**config.mk**
```make
export PLATFORM = sky130hd
export DESIGN_NAME = acq_sequencer
export DESIGN_NICKNAME = d
export VERILOG_FILES = /design/src/rtl/acq_sequencer.sv
export SDC_FILE = /design/constraint.sdc
export NUM_CORES = 1
export LEC_CHECK = 0
export ABC_AREA = 1
export BUFFER_PORTS_ARGS = -buffer_cell sky130_fd_sc_hd__buf_2
export CAP_MARGIN = 5
export CORE_ASPECT_RATIO = 1.2
export CORE_MARGIN = 2
export CORE_UTILIZATION = 65
export CTS_BUF_LIST = sky130_fd_sc_hd__clkbuf_8
export DETAILED_ROUTE_END_ITERATION = 10
export PLACE_DENSITY = 0.92
export SETUP_SLACK_MARGIN = 0.4
export SLEW_MARGIN = 40
export SYNTH_ARGS = -nofsm -noshare
export SYNTH_HDL_FRONTEND = slang
export SYNTH_SLANG_ARGS = --single-unit
```
**constraint.sdc**
```tcl
create_clock -name clk -period 5.57 [get_ports clk]
set_input_delay 0 -clock clk [delete_from_list [all_inputs] [get_ports clk]]
set_output_delay 0 -clock clk [all_outputs]
set_load 0.03 [all_outputs]
```
**src/rtl/acq_sequencer.sv**
```systemverilog
// Acquisition timer plus FIFO-to-TX burst drain engine; the two run concurrently.
// Defining ACQ_SEQ_HEADER_EN prefixes every burst with a 0xA5 header word.
module acq_sequencer #(
  parameter int MAXCNTSIZE = 28,
  parameter int DATA_SIZE  = 8,
  parameter int BURST_LEN  = 16
) (
  input  logic                  clk,
  input  logic                  rst_n,
  input  logic                  start,
  input  logic                  stop,
  input  logic                  trig_reset,
  input  logic [MAXCNTSIZE-1:0] max_cnt,
  input  logic                  send_burst,
  input  logic                  fifo_empty,
  input  logic [DATA_SIZE-1:0]  fifo_dout,
  input  logic                  tx_ready,
  output logic                  acq_enable,
  output logic                  cnt_finished,
  output logic                  fifo_rd_en,
  output logic                  tx_valid,
  output logic [DATA_SIZE-1:0]  tx_data,
  output logic                  burst_done,
  output logic                  busy
);

  localparam int CW = $clog2(BURST_LEN + 1);

`ifdef ACQ_SEQ_HEADER_EN
  typedef enum logic [2:0] {D_IDLE, D_REQ, D_WAIT, D_SEND, D_HDR} drainState_t;
`else
  typedef enum logic [2:0] {D_IDLE, D_REQ, D_WAIT, D_SEND} drainState_t;
`endif

  // ---------------- acquisition timer ----------------
  logic [MAXCNTSIZE-1:0] cycleCnt;
  logic [MAXCNTSIZE-1:0] maxCntLatched;
  logic [MAXCNTSIZE-1:0] cycleCntInc;
  logic                  acqEnableReg;
  logic                  cntFinishedReg;

  assign cycleCntInc = cycleCnt + MAXCNTSIZE'(1);

  always_ff @(posedge clk or negedge rst_n) begin
    if (!rst_n) begin
      cycleCnt       <= '0;
      maxCntLatched  <= '0;
      acqEnableReg   <= 1'b0;
      cntFinishedReg <= 1'b0;
    end else if (trig_reset) begin
      cycleCnt       <= '0;
      maxCntLatched  <= '0;
      acqEnableReg   <= 1'b0;
      cntFinishedReg <= 1'b0;
    end else if (stop) begin
      acqEnableReg <= 1'b0;
    end else if (start && !acqEnableReg) begin
      maxCntLatched  <= max_cnt;
      cycleCnt       <= '0;
      cntFinishedReg <= 1'b0;
      acqEnableReg   <= 1'b1;
    end else if (acqEnableReg && (maxCntLatched != '0)) begin
      // A latched length of zero means run until stopped, so the counter only matters when nonzero.
      cycleCnt <= cycleCntInc;
      if (cycleCntInc == maxCntLatched) begin
        acqEnableReg   <= 1'b0;
        cntFinishedReg <= 1'b1;
      end
    end
  end

  // ---------------- drain FSM ----------------
  drainState_t          stateReg, stateNext;
  logic [CW-1:0]        wordCntReg, wordCntNext;
  logic [DATA_SIZE-1:0] txDataReg, txDataNext;
  logic                 txValidReg, txValidNext;
  logic                 burstDoneReg, burstDoneNext;
  logic                 fifoRdEn;

  always_ff @(posedge clk or negedge rst_n) begin
    if (!rst_n) begin
      stateReg     <= D_IDLE;
      wordCntReg   <= '0;
      txDataReg    <= '0;
      txValidReg   <= 1'b0;
      burstDoneReg <= 1'b0;
    end else begin
      stateReg     <= stateNext;
      wordCntReg   <= wordCntNext;
      txDataReg    <= txDataNext;
      txValidReg   <= txValidNext;
      burstDoneReg <= burstDoneNext;
    end
  end

  always_comb begin
    stateNext     = stateReg;
    wordCntNext   = wordCntReg;
    txDataNext    = txDataReg;
    txValidNext   = txValidReg;
    burstDoneNext = 1'b0;
    fifoRdEn      = 1'b0;
    if (trig_reset) begin
      stateNext   = D_IDLE;
      wordCntNext = '0;
      txDataNext  = '0;
      txValidNext = 1'b0;
    end else begin
      case (stateReg)
        D_IDLE: begin
          if (send_burst) begin
            wordCntNext = '0;
`ifdef ACQ_SEQ_HEADER_EN
            stateNext   = D_HDR;
            txDataNext  = DATA_SIZE'(8'hA5);
            txValidNext = 1'b1;
`else
            stateNext   = D_REQ;
`endif
          end
        end
        D_REQ: begin
          if (fifo_empty) begin
            stateNext     = D_IDLE;
            burstDoneNext = 1'b1;
          end else begin
            fifoRdEn  = 1'b1;
            stateNext = D_WAIT;
          end
        end
        D_WAIT: begin
          // FIFO read data is valid one cycle after the pop.
          txDataNext  = fifo_dout;
          txValidNext = 1'b1;
          stateNext   = D_SEND;
        end
        D_SEND: begin
          if (tx_ready) begin
            txValidNext = 1'b0;
            wordCntNext = wordCntReg + CW'(1);
            if (wordCntNext == CW'(BURST_LEN)) begin
              stateNext     = D_IDLE;
              burstDoneNext = 1'b1;
            end else begin
              stateNext = D_REQ;
            end
          end
        end
`ifdef ACQ_SEQ_HEADER_EN
        D_HDR: begin
          if (tx_ready) begin
            txValidNext = 1'b0;
            stateNext   = D_REQ;
          end
        end
`endif
        default: stateNext = D_IDLE;
      endcase
    end
  end

  assign acq_enable   = acqEnableReg;
  assign cnt_finished = cntFinishedReg;
  assign fifo_rd_en   = fifoRdEn;
  assign tx_valid     = txValidReg;
  assign tx_data      = txDataReg;
  assign burst_done   = burstDoneReg;
  assign busy         = (stateReg != D_IDLE);

endmodule

```
# After elaboration in Yosys (flattened, before gate mapping)
# Cells that the tools add are included.
[classes] muxes=40 reduce_logical=21 n_eq_ne=8 add_sub_neg=2
[ops] operator="28-bit 2-to-1 mux" n=7
[ops] operator="28-bit by 1-bit adder with 28-bit output (second input constant)" n=1
[ops] operator="28-bit == test" n=1
[ops] operator="28-bit nonzero test" n=1
[ops] operator="1-bit 2-to-1 mux" n=20
[ops] operator="8-bit 2-to-1 mux" n=2
[ops] operator="5-bit 2-to-1 mux" n=3
[ops] operator="3-bit nonzero test" n=5
[ops] operator="3-bit case mux with 4 select lines" n=1
[ops] operator="5-bit case mux with 2 select lines" n=1
[ops] operator="2-bit AND reduction" n=5
[ops] operator="3-bit 2-to-1 mux" n=3
[ops] operator="4-bit nonzero test" n=2
[ops] operator="3-bit by 2-bit == test with 1-bit output (second input constant)" n=2
[ops] operator="3-bit inequality test (second input constant)" n=2
[ops] operator="3-bit AND reduction" n=2
[ops] operator="5-bit by 1-bit adder with 5-bit output (second input constant)" n=1
[ops] operator="5-bit == test (second input constant)" n=1
[ops] operator="1-bit case mux with 2 select lines" n=2
[ops] operator="2-bit nonzero test" n=2
[ops] operator="3-bit by 1-bit == test with 1-bit output (second input constant)" n=1
[ops] operator="3-bit zero test" n=1
[ops] operator="1-bit logical AND" n=2
[ops] operator="2-bit 2-to-1 mux" n=1
[ops] operator="other kinds (2)" n=2
[totals] word_cells=80 in_bits=44 out_inout_bits=14 register_bits=76

# Logic depth before layout (Yosys ltp)
[depth] ltp_word=7 ltp_mapped=18

# Least setup slack after synthesis
# No wires, ideal clock.
[synth_timing] path_type="register -> register" startpoint="register cycleCnt[0]" endpoint="register cntFinishedReg, in the netlist cnt_finished" slack_ns=3.613 path_stages_with_launch=19 arrival_ns=1.839 period_less_slack_ns=1.957 path_cell_list="dfrtp_1 > ha_1 > nand2_2 > nor2_8 > nand2_2 > nor2_2 > inv_1 > nand2_1 > nand2_1 > nand2_1 > nand2_1 > nor2_1 > nand2_1 > nor2_1 > nand3_1 > nand2_1 > nand2_1 > nand2_1 > nand2_1"
[synth_via] elab_chain_len=4
[synth_rtl] element="start: declaration" line_no="36" source="logic [MAXCNTSIZE-1:0] cycleCnt;"
[synth_rtl] element="start signal: assignment" line_no="64" source="cycleCnt <= cycleCntInc;"
[synth_rtl] element="28-bit by 1-bit adder with 28-bit output" line_no="42" source="assign cycleCntInc = cycleCnt + MAXCNTSIZE'(1);"
[synth_rtl] element="28-bit == test" line_no="65" source="if (cycleCntInc == maxCntLatched) begin"
[synth_rtl] element="3-bit nonzero test (no line)"
[synth_rtl] element="3-bit AND reduction (no line)"
[synth_rtl] element="end signal: assignment" line_no="49" source="cntFinishedReg <= 1'b0;"
[synth_rtl] element="end signal: assignment" line_no="54" source="cntFinishedReg <= 1'b0;"
[synth_rtl] element="end signal: assignment" line_no="67" source="cntFinishedReg <= 1'b1;"
[synth_rtl] element="end: declaration" line_no="40" source="logic cntFinishedReg;"
# Every way passes these cells.
# A chain may end at the register's enable or synchronous reset.

# Worst setup path after layout
[layout_timing] startpoint="register maxCntLatched[12]" endpoint="register cycleCnt[1]"
[layout_via] elab_chain_len=4
[layout_rtl] element="start: declaration" line_no="37" source="logic [MAXCNTSIZE-1:0] maxCntLatched;"
[layout_rtl] element="start signal: assignment" line_no="58" source="maxCntLatched <= max_cnt;"
[layout_rtl] element="28-bit nonzero test" line_no="62" source="end else if (acqEnableReg && (maxCntLatched != '0)) begin"
[layout_rtl] element="1-bit logical AND" line_no="62"
[layout_rtl] element="3-bit nonzero test (no line)"
[layout_rtl] element="2-bit AND reduction (no line)"
# Every way passes these cells.

==> run summary <==
routability-driven placement congestion ratio - 0.9468
Vias - 4909
CTS clock-pin slew for the worst setup and hold paths - 0.08 ns
clock sinks - 75
most frequent cells in the layout - nand2_1 (185), nand3_1 (108), inv_1 (79), dfrtp_1 (75), nor2_1 (71)
fmax - 360.1 MHz
Leak - 2.682 nW
crit path buf inv count - 2
Hold Buf Count CTS - 40
Tightest Pin Transition - 0.6862 ns
antenna-violating nets left - 0
RSZ-0062 raised after global routing - no
Worst Path Class, Setup - flop to flop
net count after synthesis - 697
total grt overflow - 0
Avg Cell Area, Syn - 6.940 µm²
synth unique cells - 29
final worst path period share - 49.86%
wire length of the first global-routing pass - 22.63 mm
Iter 0 DRT Violations - 505
final hold violations - 0
worst rel slew slack - 54.25%
element type at the critical path end - flop
status - finished clean
ant diodes - 0
H-tree depth reported by CTS - 3
Placeable Area - 6771 µm²
Avg WL per Cell - 16.30 µm
Comb pwr share - 17.9%
commonest non-fill, non-tap cell in the layout - nand2_1
max-slew violations - 0
worst-path cell chain - nor2_1 -> nand2_1 -> nor2_1 -> nand2_1 -> nor2_1 -> nor2_1 -> nor3_1 -> a21oi_2 -> buf_4 -> nand2_2 -> clkinv_1 -> a22o_1
CTS tree - done
cells after synthesis - 651
Critical Path AT - 3.03 ns
most frequent cell on the critical path - nor2_1
fin nets - 795
Worst Hold Class - input port to flop
DRC viols - 0
CTS root buf - clkbuf_8
Setup violations, final - 0
# Post-CTS Setup Buffers - 0
post-route clock skew - 0.008478 ns
DRT Pass-1 Iters - 6
Final min period - 2.777 ns
Critical Path RT - 5.82 ns
Post-CTS Resized - 0
Int Pwr - 0.8041 mW
Critical Path Start Type - flop
sequential share of power - 50.7%
Post-Place Cell Area - 4922 µm²
Worst Path Max Fanout - 28
Die Width - 80.11 µm
share of the yosys chip area belonging to registers - 41.54%
IO Count - 58
Clock Path Buffers - 2
Pwr per Cell Area - 213.7 nW/µm²
Total GRT Usage - 38.58%
Worst VDD drop - 0.0001909 V
post-DP HPWL - 8.778 mm
Num CTS Buffers - 9
largest net degree at the start of global routing - 76
antenna violations before repair - 0
CP max-delay cell - clkinv_1
Vias/cell - 5.844
Area growth syn-to-layout - 21.30%
num rows - 33
Netlist Area Pre-Place - 4518 µm²
starting density of the core - 66.72%
worst skew pair latency - 0.36 ns
Worst path max stage delay - 0.46 ns
Synth warnings - 0
Max Cap Violations - 0
Fin Setup TNS - 0 ns
register bit count reported by yosys - 75
WL final - 13.69 mm
share of cells above drive strength 1 - 13.28%
Die ar. - 7636 µm²
Switching Power - 0.3673 mW
die height - 95.33 µm
clock network power share - 31.4%
number of global-route vias before repair - 4797
number of port buffers - 57
delay-heaviest family, CP - simple AND/OR/NAND/NOR gates
post-route cell area - 5480 µm²
Sw Share - 31.36%
Tot Pwr - 1.171 mW
flip-flops by register name, indices dropped and copies added, names as in the netlist:
signal / flops
wordCntReg: 5
tx_valid: 1
tx_data: 8
stateReg: 2
maxCntLatched: 28
burst_done: 1
acq_enable: 1
cycleCnt: 28
cnt_finished: 1
Yosys cell counts:
cell type | instances | share of area [%]
dfrtp_1 | 75 | 42
buf_1 | 1 | 0.083
inv_2 | 1 | 0.083
inv_1 | 79 | 6.6
clkinv_1 | 3 | 0.25
nor2_2 | 5 | 0.69
nand2_1 | 185 | 15
a21oi_1 | 3 | 0.33
nand2_4 | 1 | 0.25
a21oi_2 | 1 | 0.19
xnor2_1 | 2 | 0.39
clkbuf_1 | 13 | 1.1
o21ai_1 | 2 | 0.22
nor3_1 | 3 | 0.33
and2_1 | 1 | 0.14
nor2_8 | 2 | 0.89
nor2_4 | 4 | 1.0
xor2_1 | 4 | 0.78
nand2_2 | 7 | 0.97
o21ai_0 | 49 | 5.4
nand3_2 | 2 | 0.44
o22ai_1 | 17 | 2.4
nand3b_1 | 2 | 0.33
a22o_1 | 1 | 0.19
ha_1 | 2 | 0.55
nor2_1 | 71 | 5.9
nand3_1 | 108 | 12
nand4_1 | 5 | 0.69
xnor3_1 | 2 | 1.0
metrics by stage:
step                std cells  util, %  hold slack, ns  worst slack [ns]
floorplan                 651        -         -0.2956             3.613
global placement          783    72.19          0.2000             2.966
detailed placement        785    72.69         0.07498             2.924
CTS                       840    80.93         0.04777             2.906
global route              840    80.93          0.1102             2.505
finish                    840    80.93         0.06843             2.793
layout make-up:
type	count	area, µm²
Clock inverter	6	33.78
Sequential cell	75	1877
Tap cell	87	108.9
Inverter	83	311.5
Multi-Input combinational cell	479	2288
Timing Repair Buffer	101	737.0
Fill cell	459	1291
Clock buffer	9	123.9
layer usage:
metal  track usage, %  vias to the layer above  wire, µm
li1                 -                     2303         -
met3            6.250                       70       911
met2            66.25                      272      6811
met1            45.80                     2264      5266
met5                0                        -         0
met4            21.75                        0       704
worst min-delay path: cells and delay by family:
kind / cells / cell delay, ns
AND/OR/NAND/NOR: 4 / 0.29
buffers and inverters: 1 / 0.09
power groups by stage:
stage | Combinational [mW] | Clock (mW) | Sequential [mW]
after floorplan | 0.101 | 0 | 0.607
after global placement | 0.170 | 0 | 0.600
after detailed placement | 0.178 | 0 | 0.601
after CTS | 0.201 | 0.362 | 0.591
after global routing | 0.231 | 0.385 | 0.597
final | 0.210 | 0.368 | 0.594
worst paths after layout:
| check | startpoint | to | slack (ns) | cells past startpoint |
|---|---|---|---|---|
| setup / recovery | maxCntLatched[12] | cycleCnt[1] | 2.79 | 12 |
| hold / removal | fifo_empty | stateReg[1] | 0.07 | 5 |
| hold reg to reg | cnt_finished | cnt_finished | 0.51 | 2 |
| max in group asynchronous | rst_n | tx_data[2] | 4.87 | 2 |
| setup reg to reg | maxCntLatched[12] | cycleCnt[1] | 2.79 | 12 |
| min in group asynchronous | rst_n | cycleCnt[10] | 0.23 | 2 |
kinds of logic after synthesis:
logic type	after synthesis	share of synthesized area, %
xor gates and xnor gates	8	2.160
buffers and inverters	97	8.059
adders and majority gates	2	0.5538
DFF	75	41.54
and+or+nand+nor	396	38.96
AOI/OAI and AO/OA	73	8.723
Power figures use the tool's default switching activity.
